**config.mk**
```make
export PLATFORM = sky130hd
export DESIGN_NAME = if_stage_flat
export DESIGN_NICKNAME = d
export VERILOG_FILES = /design/src/rtl/if_stage_if.sv /design/src/rtl/if_stage.sv /design/src/flat_wrapper.sv
export SDC_FILE = /design/constraint.sdc
export NUM_CORES = 1
export LEC_CHECK = 0
export BUFFER_PORTS_ARGS = -buffer_cell sky130_fd_sc_hd__buf_2
export CAP_MARGIN = 15
export CORE_MARGIN = 2
export CORE_UTILIZATION = 51
export DETAILED_ROUTE_END_ITERATION = 8
export GPL_TIMING_DRIVEN = 1
export PLACE_DENSITY_LB_ADDON = 0.2
export SLEW_MARGIN = 40
export SYNTH_ARGS = -nofsm -noshare
export SYNTH_HDL_FRONTEND = slang
export SYNTH_SLANG_ARGS = --single-unit
```
**constraint.sdc**
```tcl
create_clock -name clk -period 2.5 [get_ports clk]
set_input_delay 0.125 -clock clk [delete_from_list [all_inputs] [get_ports clk]]
set_output_delay 0.125 -clock clk [all_outputs]
set_load 0.05 [all_outputs]
```
**src/rtl/if_stage_if.sv**
```systemverilog
// Fetch-stage bundle: ROM address/data, hazard and redirect inputs, IF/ID outputs.
// master = fetch stage side, slave = pipeline/ROM side.
interface if_stage_if;
  logic [15:0] imem_addr;
  logic [15:0] imem_data;
  logic        stall;
  logic        redirect_valid;
  logic [15:0] redirect_pc;
  logic        ifid_valid;
  logic [15:0] ifid_instr;
  logic [15:0] ifid_pc;
  logic [15:0] ifid_pc_plus1;
  logic        halted;
  logic [15:0] fetch_count;

  modport master (
    output imem_addr, ifid_valid, ifid_instr, ifid_pc, ifid_pc_plus1, halted, fetch_count,
    input  imem_data, stall, redirect_valid, redirect_pc
  );

  modport slave (
    input  imem_addr, ifid_valid, ifid_instr, ifid_pc, ifid_pc_plus1, halted, fetch_count,
    output imem_data, stall, redirect_valid, redirect_pc
  );
endinterface

```
**src/rtl/if_stage.sv**
```systemverilog
// IITB-RISC instruction fetch: PC, combinational ROM address, IF/ID register,
// stall/redirect handling and a RUN/HALTED FSM that stops on the halt word.
module if_stage #(
  parameter logic [15:0] RESET_PC  = 16'h0000,
  parameter logic [15:0] HALT_WORD = 16'hFFFF
) (
  input  logic       clk,
  input  logic       rst_n,
  if_stage_if.master bus
);
  typedef enum logic {S_RUN, S_HALTED} state_t;

  state_t      state_q, state_d;
  logic [15:0] pc_q, pc_d;
  logic        vld_q, vld_d;
  logic [15:0] instr_q, instr_d;
  logic [15:0] ipc_q, ipc_d;
  logic [15:0] ipc1_q, ipc1_d;
  logic [15:0] cnt_q, cnt_d;

  always_ff @(posedge clk or negedge rst_n) begin
    if (!rst_n) begin
      state_q <= S_RUN;
      pc_q    <= RESET_PC;
      vld_q   <= 1'b0;
      instr_q <= 16'h0000;
      ipc_q   <= 16'h0000;
      ipc1_q  <= 16'h0000;
      cnt_q   <= 16'h0000;
    end else begin
      state_q <= state_d;
      pc_q    <= pc_d;
      vld_q   <= vld_d;
      instr_q <= instr_d;
      ipc_q   <= ipc_d;
      ipc1_q  <= ipc1_d;
      cnt_q   <= cnt_d;
    end
  end

  // Redirect is resolved by an older instruction, so it beats stall and halt;
  // a halt word seen under a taken branch is speculative and gets cancelled here.
  always_comb begin
    state_d = state_q;
    pc_d    = pc_q;
    vld_d   = vld_q;
    instr_d = instr_q;
    ipc_d   = ipc_q;
    ipc1_d  = ipc1_q;
    cnt_d   = cnt_q;
    if (bus.redirect_valid) begin
      pc_d    = bus.redirect_pc;
      vld_d   = 1'b0;
      state_d = S_RUN;
    end else if (bus.stall) begin
      // everything holds
    end else if (state_q == S_HALTED) begin
      vld_d = 1'b0;
    end else if (bus.imem_data == HALT_WORD) begin
      state_d = S_HALTED;
      vld_d   = 1'b0;
    end else begin
      instr_d = bus.imem_data;
      ipc_d   = pc_q;
      ipc1_d  = pc_q + 16'd1;
      vld_d   = 1'b1;
      pc_d    = pc_q + 16'd1;
      cnt_d   = cnt_q + 16'd1;
    end
  end

  assign bus.imem_addr     = pc_q;
  assign bus.ifid_valid    = vld_q;
  assign bus.ifid_instr    = instr_q;
  assign bus.ifid_pc       = ipc_q;
  assign bus.ifid_pc_plus1 = ipc1_q;
  assign bus.halted        = (state_q == S_HALTED);
  assign bus.fetch_count   = cnt_q;
endmodule

```
**src/flat_wrapper.sv**
```systemverilog
// flat-port wrapper written by rule: the top's interface ports become plain ports
module if_stage_flat 
#(
  parameter logic [15:0] RESET_PC  = 16'h0000,
  parameter logic [15:0] HALT_WORD = 16'hFFFF
)
  (clk, rst_n, bus_imem_addr, bus_ifid_valid, bus_ifid_instr, bus_ifid_pc, bus_ifid_pc_plus1, bus_halted, bus_fetch_count, bus_imem_data, bus_stall, bus_redirect_valid, bus_redirect_pc);
  if_stage_if bus_i ();
  input  logic clk;
  input  logic rst_n;
  output wire logic [$bits(bus_i.imem_addr)-1:0] bus_imem_addr;
  output wire logic [$bits(bus_i.ifid_valid)-1:0] bus_ifid_valid;
  output wire logic [$bits(bus_i.ifid_instr)-1:0] bus_ifid_instr;
  output wire logic [$bits(bus_i.ifid_pc)-1:0] bus_ifid_pc;
  output wire logic [$bits(bus_i.ifid_pc_plus1)-1:0] bus_ifid_pc_plus1;
  output wire logic [$bits(bus_i.halted)-1:0] bus_halted;
  output wire logic [$bits(bus_i.fetch_count)-1:0] bus_fetch_count;
  input wire logic [$bits(bus_i.imem_data)-1:0] bus_imem_data;
  input wire logic [$bits(bus_i.stall)-1:0] bus_stall;
  input wire logic [$bits(bus_i.redirect_valid)-1:0] bus_redirect_valid;
  input wire logic [$bits(bus_i.redirect_pc)-1:0] bus_redirect_pc;
  assign bus_imem_addr = bus_i.imem_addr;
  assign bus_ifid_valid = bus_i.ifid_valid;
  assign bus_ifid_instr = bus_i.ifid_instr;
  assign bus_ifid_pc = bus_i.ifid_pc;
  assign bus_ifid_pc_plus1 = bus_i.ifid_pc_plus1;
  assign bus_halted = bus_i.halted;
  assign bus_fetch_count = bus_i.fetch_count;
  assign bus_i.imem_data = bus_imem_data;
  assign bus_i.stall = bus_stall;
  assign bus_i.redirect_valid = bus_redirect_valid;
  assign bus_i.redirect_pc = bus_redirect_pc;
  if_stage #(.RESET_PC(RESET_PC), .HALT_WORD(HALT_WORD)) u_core (.clk(clk), .rst_n(rst_n), .bus(bus_i));
endmodule
```
==> impl_metrics.ini <==
[logic_synthesis]
synth_area_leaders = dfrtp_1, mux2_2, xor2_1
ys_seq_elements = 82
yosys_warnings = 0
yosysTopAreaCellShare_pct = 54.8
synthXorXnorAreaFrac_pct = 6.79
synth_fa_ha_area_share_pct = 0.669
synth-compound-area-share_pct = 8.59
synth_top_family_by_area = simple AND/OR/NAND/NOR gates
synthMuxAreaShare_pct = 9.90
synth_edf_count = 0
synthTopCellsByCount = dfrtp_1, mux2_2, nand2_1
synthCells = 340
avgSynthCellArea_sq_um = 11.0
synth_fp_nets = 378
ys.flop_type = dfrtp_1
yosysUniqueCellTypes = 37
async_flop_share_pct = 100
synth-simple-area-share_pct = 16.1
yosys.area.top_type = dfrtp_1
seq_area_frac_synth_pct = 54.8
synth_area_sq_um = 3740
synth.most_common_cell = dfrtp_1

[place]
dp_slack_ns = 0.449
place_congestion = 0.778
dp.final_hpwl_mm = 6.00
port_buffers = 117

[global_routing]
grt.busiest_layer = met1
grt_max_degree = 83
overflow = 0
grt_pass1_vias = 2759
grtUsageMet1_pct = 33.1
gr-usage-met2_pct = 32.8
grt.met3_usage_pct = 4.11
grt_pass1_wl_mm = 13.6
antenna_found_initial = 0
grt_usage_pct = 22.3

[routing]
num_vias = 2970
dr.pass1.iters = 4
drt_iter0_markers = 213
drc = 0
wirelength_mm = 8.48
wl_per_cell_um = 15.1
drtAntennaViolNets = 0
viasPerCell = 5.30

[floorplanning]
io_pins = 118
rows = 31
start_util_pct = 52.2
core_area_sq_um = 7180
die_area_sq_um = 8040
die_w_um = 89.7
die_y_um = 89.7

[power]
vdd_ir_drop_max_uv = 542
p_leak_nw = 2.18
power.density_nw_per_um2 = 945

[run]
drv_cap = 0

[final_layout]
area_growth_pct = 25.5
final_nets = 494
drive_above_1_share_pct = 36.9
num_antenna_cells = 0

[critical_path]
cp-start-kind = flip-flop
worst-path-max-fanout = 10
worst-path-buf-inv = 0
arrival_ns = 2.31
critPathSlowestCell = dfrtp_1
path_delay_family = simple AND/OR/NAND/NOR gates
setup.worst_path.end_class = flip-flop
criticalPathCategory = flip-flop to flip-flop
max_stage_delay_ns = 0.49
crit_required_ns = 2.76
path_cells = ha_1 -> nand3_1 -> or2_1 -> or4_1 -> a31oi_1

[timing]
worst_clock_skew_ns = 0.00780
fin_hold_ws_ns = 0.0103
tns_ns = 0
tightest_slew_ns = 0.441
hold_viol = 0
grt_setup_unrepaired = no
slew_headroom_pct = 70.6
setup_slack_ns = 0.447
period_share_pct = 82.1
fmax_ghz = 0.487
min_period_ns = 2.05
setup_viol = 0
finalMaxSlewViolations = 0

[clock_tree]
cts.reportedPaths.clkPinSlew_ns = 0.08
clock_sinks = 82
post_cts_resized = 0
htreeDepth = 3
clockBufferDepth = 2
clkLatencyLatePin_ns = 0.34
numCtsBuffers = 9
cts_tree = done
hold_buffers = 3
postCtsSetupBuffers = 0
clock-root-buffer = clkbuf_8

[hold_path]
min_path_type = input port to flip-flop

[status]
run_status = complete, no violations
-- layout by cell type, fill, tap and decap left out, drive strengths merged --
| master | netlist | final |
|---|---|---|
| o41ai | 2 | 2 |
| mux2 | 32 | 32 |
| o21ai | 24 | 24 |
| or3 | 7 | 7 |
| nand2 | 30 | 30 |
| ha | 2 | 2 |
| and4 | 3 | 3 |
| nand3b | 1 | 1 |
| buf | 12 | 122 |
| o21a | 1 | 1 |
| nor3 | 12 | 12 |
| xnor2 | 11 | 11 |
| dfrtp | 82 | 82 |
| or2 | 1 | 1 |
| nand3 | 13 | 13 |
| inv | 6 | 7 |
| xor2 | 18 | 18 |
| or4 | 8 | 8 |
| clkinv | 0 | 1 |
| nor4 | 4 | 4 |
| o31ai | 8 | 8 |
| mux2i | 1 | 1 |
| nor4b | 1 | 1 |
| nand2b | 2 | 2 |
| clkbuf | 8 | 12 |
| and3 | 3 | 3 |
| and2 | 1 | 1 |
| bufinv | 0 | 2 |
| o31a | 1 | 1 |
| a31oi | 14 | 14 |
| nor2 | 21 | 21 |
| a21oi | 1 | 1 |
| dlygate4sd3 | 0 | 3 |
| nand4 | 10 | 10 |
-- cell families after synthesis --
logic type / after synthesis
buffers and inverters: 26
and+or+nand+nor: 117
DFF: 82
AOI/OAI and AO/OA: 51
xor gates and xnor gates: 29
adders and majority gates: 2
muxes: 33
-- worst reg2reg max path: stages (launching register included) --
cell	delay (ns)
dfrtp_1	0.49
ha_1	0.30
nand3_1	0.16
or2_1	0.36
or4_1	0.49
a31oi_1	0.18
-- path summary, 6_finish.rpt --
| check | startpoint | endpoint | slack (ns) | cells after the start |
|---|---|---|---|---|
| min in group asynchronous | rst_n | u_core.bus.fetch_count[10] | 0.35 | 3 |
| hold / removal | bus_redirect_pc[1] | u_core.bus.imem_addr[1] | 0.01 | 3 |
| setup reg to reg | u_core.bus.imem_addr[0] | u_core.bus.imem_addr[10] | 0.45 | 5 |
| setup / recovery | u_core.bus.imem_addr[0] | u_core.bus.imem_addr[10] | 0.45 | 5 |
| hold reg to reg | u_core.bus.fetch_count[15] | u_core.bus.fetch_count[15] | 0.48 | 1 |
| max in group asynchronous | rst_n | u_core.bus.ifid_instr[6] | 1.80 | 3 |
-- power by group --
part	leakage [nW]	switching (mW)	internal (mW)	total (mW)
clock network	0.111	0.460	0.593	1.05
registers	0.976	0.217	1.56	1.78
logic	1.09	1.20	0.405	1.61
-- per-stage QoR --
stage / instances / power [mW] / area (sq um) / utilization, %
after CTS: 560 / 4.48 / 4700 / 65.4
after detailed placement: 541 / 3.42 / 4450 / 62.0
after global placement: 541 / 3.39 / 4450 / 62.0
after global routing: 560 / 4.67 / 4700 / 65.4
after floorplan: 340 / 2.99 / 3740 / -
final: 560 / 4.44 / 4700 / 65.4
-- registers in the layout, indices dropped and copies added, names as in the netlist --
signal / count
u_core.bus.ifid_pc: 16
u_core.bus.ifid_instr: 16
u_core.bus.halted: 1
u_core.bus.ifid_pc_plus1: 16
u_core.bus.imem_addr: 16
u_core.bus.fetch_count: 16
u_core.bus.ifid_valid: 1
-- metal layers --
layer | part of all wire (%) | routed length, um
met3 | 6.2 | 528
met5 | 0 | 0
met2 | 46 | 3860
met1 | 47 | 3960
met4 | 1.4 | 121
-- final cells by class --
| type | instances | area, sq um |
|---|---|---|
| clock buffers | 12 | 145 |
| clock inverters | 4 | 73.8 |
| fillers | 598 | 2480 |
| inverters | 6 | 22.5 |
| multi-input cells | 232 | 1600 |
| flip-flops and latches | 82 | 2050 |
| well taps | 99 | 124 |
| repair buffers | 125 | 681 |
Power figures use the tool's default switching activity.
